`src/rtl/tetris_pkg.sv`:
```
// Shared definitions for the falling-figure datapath: action codes, FSM states,
// board geometry and helpers for the packed four-cell coordinate buses.
package tetris_pkg;

    localparam int WIDTH      = 8;
    localparam int MEM_WIDTH  = 10;
    localparam int MEM_HEIGHT = 20;
    localparam int SPAWN_X    = 4;
    localparam int COL_W      = $clog2(MEM_WIDTH);

    localparam logic [WIDTH-1:0] ACT_LOAD  = 8'd0;
    localparam logic [WIDTH-1:0] ACT_DOWN  = 8'd1;
    localparam logic [WIDTH-1:0] ACT_LEFT  = 8'd2;
    localparam logic [WIDTH-1:0] ACT_RIGHT = 8'd3;
    localparam logic [WIDTH-1:0] ACT_ROTR  = 8'd4;

    typedef logic [WIDTH-1:0]      coord_t;
    typedef logic [3:0][WIDTH-1:0] cells_t;

    typedef enum logic [1:0] {
        ST_IDLE,
        ST_ACTIVE,
        ST_COMMIT,
        ST_OVER
    } state_e;

    // Cell 0 occupies the most significant slice of the external bus.
    function automatic logic [4*WIDTH-1:0] pack_cells(input cells_t c);
        logic [4*WIDTH-1:0] r;
        for (int i = 0; i < 4; i++) r[(3-i)*WIDTH +: WIDTH] = c[i];
        return r;
    endfunction

    function automatic cells_t unpack_cells(input logic [4*WIDTH-1:0] v);
        cells_t c;
        for (int i = 0; i < 4; i++) c[i] = v[(3-i)*WIDTH +: WIDTH];
        return c;
    endfunction

endpackage

```
`src/rtl/figure_next.sv`:
```
// Combinational move/rotate math: maps an action and the current cell
// coordinates to the coordinates the figure would occupy afterwards.
module figure_next
    import tetris_pkg::*;
(
    input  logic [WIDTH-1:0] action,
    input  cells_t           x_i,
    input  cells_t           y_i,
    output cells_t           x_o,
    output cells_t           y_o
);

    always_comb begin
        // NOTE: default every output first so no path through the case infers a latch.
        x_o = x_i;
        y_o = y_i;
        case (action)
            ACT_DOWN:  for (int i = 0; i < 4; i++) y_o[i] = y_i[i] + coord_t'(1);
            ACT_LEFT:  for (int i = 0; i < 4; i++) x_o[i] = x_i[i] - coord_t'(1);
            ACT_RIGHT: for (int i = 0; i < 4; i++) x_o[i] = x_i[i] + coord_t'(1);
            ACT_ROTR: begin
                if (x_i[0] == x_i[3]) begin
                    // Vertical pivots about its bottom cell into a row.
                    for (int i = 0; i < 4; i++) begin
                        x_o[i] = x_i[i] + coord_t'(3 - i);
                        y_o[i] = y_i[3];
                    end
                end else begin
                    for (int i = 0; i < 4; i++) begin
                        x_o[i] = x_i[0];
                        y_o[i] = y_i[0] + coord_t'(i);
                    end
                end
            end
            default: ;
        endcase
    end

endmodule

```
`src/rtl/figure_state_reg.sv`:
```
// Holds the falling figure and per-column surface, applies granted moves,
// spawns figures and commits a landed figure to the board one cell per cycle.
module figure_state_reg
    import tetris_pkg::*;
(
    input  logic                       clk,
    input  logic                       rst_n,
    input  logic                       act_valid,
    input  logic [WIDTH-1:0]           action,
    input  logic                       is_move,
    input  logic                       is_load_fig,
    output logic [4*WIDTH-1:0]         rho_x,
    output logic [4*WIDTH-1:0]         rho_y,
    output logic [MEM_WIDTH*WIDTH-1:0] border,
    output logic                       busy,
    output logic                       mem_we,
    output logic [WIDTH-1:0]           mem_x,
    output logic [WIDTH-1:0]           mem_y,
    output logic                       land_done,
    output logic                       game_over
);

    state_e                      state_q, state_d;
    logic [1:0]                  k_q, k_d;
    cells_t                      x_q, x_d, y_q, y_d;
    coord_t [MEM_WIDTH-1:0]      border_q, border_d;
    logic                        busy_q, busy_d;
    logic                        mem_we_q, mem_we_d;
    coord_t                      mem_x_q, mem_x_d, mem_y_q, mem_y_d;
    logic                        land_done_q, land_done_d;
    logic                        game_over_q, game_over_d;

    cells_t                      x_nx, y_nx;
    coord_t                      cur_x, cur_y;
    logic [COL_W-1:0]            col;
    logic [1:0]                  nk;

    figure_next u_next (
        .action (action),
        .x_i    (x_q),
        .y_i    (y_q),
        .x_o    (x_nx),
        .y_o    (y_nx)
    );

    always_comb begin
        state_d     = state_q;
        k_d         = k_q;
        x_d         = x_q;
        y_d         = y_q;
        border_d    = border_q;
        mem_we_d    = 1'b0;
        mem_x_d     = mem_x_q;
        mem_y_d     = mem_y_q;
        land_done_d = 1'b0;
        game_over_d = game_over_q;
        cur_x       = x_q[k_q];
        cur_y       = y_q[k_q];
        col         = cur_x[COL_W-1:0];
        nk          = k_q + 2'd1;

        case (state_q)
            ST_IDLE: begin
                if (act_valid && is_load_fig) begin
                    for (int i = 0; i < 4; i++) begin
                        x_d[i] = coord_t'(SPAWN_X);
                        y_d[i] = coord_t'(i);
                    end
                    if (border_q[SPAWN_X] <= coord_t'(3)) begin
                        state_d     = ST_OVER;
                        game_over_d = 1'b1;
                    end else begin
                        state_d = ST_ACTIVE;
                    end
                end
            end
            ST_ACTIVE: begin
                if (act_valid) begin
                    if (action == ACT_DOWN && !is_move) begin
                        state_d  = ST_COMMIT;
                        k_d      = 2'd0;
                        mem_we_d = 1'b1;
                        mem_x_d  = x_q[0];
                        mem_y_d  = y_q[0];
                    end else if (is_move) begin
                        x_d = x_nx;
                        y_d = y_nx;
                    end
                end
            end
            ST_COMMIT: begin
                // Off-board columns are skipped rather than aliased onto a real column.
                if (cur_x < coord_t'(MEM_WIDTH) && cur_y < border_q[col])
                    border_d[col] = cur_y;
                if (k_q == 2'd3) begin
                    state_d     = ST_IDLE;
                    k_d         = 2'd0;
                    land_done_d = 1'b1;
                end else begin
                    k_d      = nk;
                    mem_we_d = 1'b1;
                    mem_x_d  = x_q[nk];
                    mem_y_d  = y_q[nk];
                end
            end
            default: ;
        endcase

        busy_d = (state_d == ST_COMMIT);
    end

    always_ff @(posedge clk or negedge rst_n) begin
        if (!rst_n) begin
            state_q     <= ST_IDLE;
            k_q         <= 2'd0;
            x_q         <= '0;
            y_q         <= '0;
            // NOTE: the surface array is reset because "empty column" is a real value, not don't-care.
            for (int c = 0; c < MEM_WIDTH; c++) border_q[c] <= coord_t'(MEM_HEIGHT);
            busy_q      <= 1'b0;
            mem_we_q    <= 1'b0;
            mem_x_q     <= '0;
            mem_y_q     <= '0;
            land_done_q <= 1'b0;
            game_over_q <= 1'b0;
        end else begin
            // NOTE: non-blocking so every flop samples the pre-edge values computed above.
            state_q     <= state_d;
            k_q         <= k_d;
            x_q         <= x_d;
            y_q         <= y_d;
            border_q    <= border_d;
            busy_q      <= busy_d;
            mem_we_q    <= mem_we_d;
            mem_x_q     <= mem_x_d;
            mem_y_q     <= mem_y_d;
            land_done_q <= land_done_d;
            game_over_q <= game_over_d;
        end
    end

    assign rho_x     = pack_cells(x_q);
    assign rho_y     = pack_cells(y_q);
    assign busy      = busy_q;
    assign mem_we    = mem_we_q;
    assign mem_x     = mem_x_q;
    assign mem_y     = mem_y_q;
    assign land_done = land_done_q;
    assign game_over = game_over_q;

    for (genvar c = 0; c < MEM_WIDTH; c++) begin : g_border
        assign border[(MEM_WIDTH-1-c)*WIDTH +: WIDTH] = border_q[c];
    end

endmodule

```
`config.mk`:
```
export PLATFORM = sky130hd
export DESIGN_NAME = figure_state_reg
export DESIGN_NICKNAME = d
export VERILOG_FILES = /design/src/rtl/tetris_pkg.sv /design/src/rtl/figure_next.sv /design/src/rtl/figure_state_reg.sv
export SDC_FILE = /design/constraint.sdc
export NUM_CORES = 1
export LEC_CHECK = 0
export CORE_ASPECT_RATIO = 0.5
export CORE_MARGIN = 2
export CORE_UTILIZATION = 55
export CTS_CLUSTER_DIAMETER = 120
export DETAILED_ROUTE_END_ITERATION = 16
export GPL_TIMING_DRIVEN = 0
export HOLD_SLACK_MARGIN = 0.02
export PLACE_DENSITY_LB_ADDON = 0.3
export SLEW_MARGIN = 20
export SYNTH_ARGS = -nofsm -noshare
export SYNTH_HDL_FRONTEND = slang
export SYNTH_HIERARCHICAL = 1
export SYNTH_SLANG_ARGS = --single-unit
```
`constraint.sdc`:
```
create_clock -name clk -period 7.05 [get_ports clk]
set_clock_uncertainty 0.15 [all_clocks]
set_input_delay 1.41 -clock clk [delete_from_list [all_inputs] [get_ports clk]]
set_output_delay 1.41 -clock clk [all_outputs]
set_load 0.02 [all_outputs]
```
==> results.json <==
{
  "relSlewSlack_pct": 31.36,
  "drt-pass1-iter-count": 6,
  "die_y_um": 108.6,
  "cts_tree": "yes",
  "row_count": 38,
  "synth_area_leader_cell": "dfrtp_1",
  "reg2reg_depth": 14,
  "rr_startpoint": "rho_x[24]",
  "dp_cells": 1814,
  "grt_pass1_vias": 11370,
  "r2r_end": "border[19]",
  "required_ns": 7.24,
  "dp.final_hpwl_mm": 32.44,
  "grt_max_degree": 88,
  "switchingPower_mw": 1.775,
  "pwr-share-clk_pct": 25.4,
  "synth_nets": 1395,
  "ff2ff_setup_slack_ns": 0.73,
  "fin_crit_ns": 6.324,
  "antenna_found_initial": 0,
  "clkTransAtPathRegs_ns": 0.07,
  "fin_crit_sh_pct": 89.70,
  "drc": 0,
  "path_cells": "mux4_2, buf_2, buf_1, clkbuf_1, mux2i_1, o22a_1, ha_1, a21oi_1, o2111ai_1, a21oi_1, nor2b_1, a41oi_4, nor3_2, mux2_2",
  "grt_overflow": 0,
  "cp.arrival_ns": 6.51,
  "die_x_um": 213.2,
  "seq_power_share_pct": 29.4,
  "synth_seq_cells": 168,
  "worst_slew_pin_slew_ns": 1.019,
  "ys_async_sr_fraction_pct": 100.0,
  "seq_area_frac_synth_pct": 35.14,
  "synth_top_family_by_area": "simple AND/OR/NAND/NOR gates",
  "layout.cells.non_filler": 1846,
  "ys_top_cells_by_count": "nand2_1, o21ai_0, dfrtp_1",
  "startpoint_type": "flop",
  "max-vdd-ir-drop_mv": 0.1805,
  "yosys-top-cells-area": "dfrtp_1, mux2_2, nand2_1, o21ai_0, dfstp_2",
  "synth_warnings": 6,
  "ctsHoldBuffers": 0,
  "synth_cell_types": 70,
  "drive_gt1_share_pct": 13.20,
  "grt_usage_pct": 38.90,
  "cts_sinks": 168,
  "numCtsBuffers": 17,
  "vias": 12060,
  "synthMuxAreaShare_pct": 16.66,
  "synth_cells": 1337,
  "holdCritPathClass": "flop to flop",
  "clk_latency_ns": 0.46,
  "layout.nets": 1591,
  "synthXorXnorAreaFrac_pct": 3.857,
  "hold_depth": 1,
  "synth_edf_count": 0,
  "min_to": "game_over",
  "synth-simple-area-share_pct": 18.41,
  "power_mw": 3.945,
  "outcome": "finished, final reports clean",
  "synth_compound_area_share_pct": 16.91,
  "gp_congestion": 0.9979,
  "p_leak_nw": 5.906,
  "hold_viol_final": 0,
  "cpMostUsedCell": "a21oi_1",
  "setup_viol": 0,
  "combPwrFrac_pct": 45.2,
  "ctsResizeCount": 0,
  "wl_per_cell_um": 23.99,
  "via_per_inst": 6.535,
  "maxCapViolations": 0,
  "coreArea_um2": 21590,
  "fmax_mhz": 158.1,
  "p_int_mw": 2.171,
  "start_util_pct": 55.76,
  "yosysMostFrequentCell": "nand2_1",
  "syn-mean-instance-area_um2": 9.002,
  "die-area_um2": 23150,
  "cts_htree_levels": 4,
  "drt_wl_total_mm": 44.29,
  "cp-end-kind": "flop",
  "synth_fa_ha_area_share_pct": 4.865,
  "drt_iter0_drc": 1645,
  "slowest_delay_ns": 0.85,
  "crit_slowest_cell": "nor3_2",
  "drtAntennaViolNets": 0,
  "synth_top_area_share_pct": 30.77,
  "fin_hold_ws_ns": 0.3255,
  "ys.flop_type": "dfrtp_1",
  "cp_max_fo": 11,
  "io_pins": 177,
  "cpLargestDelayFamily": "buffers and inverters",
  "rsz0062_at_grt": "false",
  "post_cts_buffers": 0,
  "syn_to_final_growth_pct": 23.15,
  "clk_path_buf_depth": 2,
  "numPortBuffers": 176,
  "criticalPathCategory": "flop to flop",
  "slew_violations": 0,
  "min_from": "game_over",
  "switching_share_pct": 44.98,
  "cts-root-buf": "clkbuf_16",
  "power_density_nw_per_um2": 266.2,
  "antennaDiodeCount": 0,
  "crit_buf_inv": 3,
  "grt_first_pass_wirelength_mm": 66.88,
  "synth_area_um2": 12040
}
==> power groups by stage <==
stage | Clock, mW | Combinational (mW) | Sequential [mW]
after floorplan | 0 | 1.06 | 1.20
after global placement | 0 | 1.67 | 1.17
after detailed placement | 0 | 1.71 | 1.17
after CTS | 1.01 | 1.72 | 1.15
after global routing | 1.05 | 1.90 | 1.17
final | 1.00 | 1.78 | 1.16
==> cell usage in the layout (no fill, tap or decap), drive strengths merged, types with 20 or more instances in the layout <==
master,synthesis,layout
nor3,25,25
dfstp,20,20
dfrtp,148,148
o211ai,27,27
mux2i,38,38
inv,27,34
clkdlybuf4s50,0,175
xor2,30,30
mux4,24,24
xnor2,23,23
nor2,65,65
buf,22,24
o21ai,162,162
ha,42,42
a21oi,41,41
nand3,28,28
mux2,96,96
clkbuf,76,94
nand2,232,232
==> registers in the layout, indices dropped and copies added, names as in the netlist <==
register / count
k_q: 2
game_over: 1
mem_y: 8
state_q: 2
busy: 1
border: 80
mem_we: 1
rho_y: 32
mem_x: 8
rho_x: 32
land_done: 1
==> per-stage QoR <==
stage                     utilization [%]  setup slack [ns]  TNS [ns]  cell area, um2
after global placement              65.66            -2.234   -331.52           14170
after detailed placement            65.81            0.8563         0           14200
final                               68.66            0.7264         0           14820
after floorplan                         -             2.308         0           12040
after CTS                           68.66            0.8576         0           14820
after global routing                68.66            0.5867         0           14820
==> routing by layer <==
layer	up-vias	GRT usage [%]	part of all wire (%)
met1	5872	51.82	40
met5	-	0	0
met3	153	10.49	11
met2	824	59.56	44
met4	0	17.91	4.2
li1	5214	-	-
==> layout make-up <==
type                    instances  area, um2
flip-flops and latches        168       4229
well taps                     300      375.4
plain buffers                  98      397.9
clock inverters                14      177.7
clock buffers                  18      439.2
fillers                      1724       6764
inverters                      27      101.3
repair buffers                177       1794
multi-input cells            1044       7307
==> cells by family (layout without fill, tap and decap cells) <==
family,after synthesis,in the layout
DFF,168,168
AOI/OAI and AO/OA,328,328
buffers and inverters,125,334
and+or+nand+nor,460,460
muxes,158,158
xor gates and xnor gates,53,53
adders and majority gates,45,45
==> worst max-delay path by stage <==
stage,depth (start not counted),startpoint,end
2_1_floorplan,16,rho_x[8],border[48]
3_3_place_gp,1,rst_n,rho_x[17]
3_5_place_dp,14,rho_x[24],border[21]
4_1_cts,14,rho_x[24],border[21]
5_1_grt,14,rho_x[24],border[59]
6_report,14,rho_x[24],border[19]
Note: power is estimated with default switching activity, not from simulation.
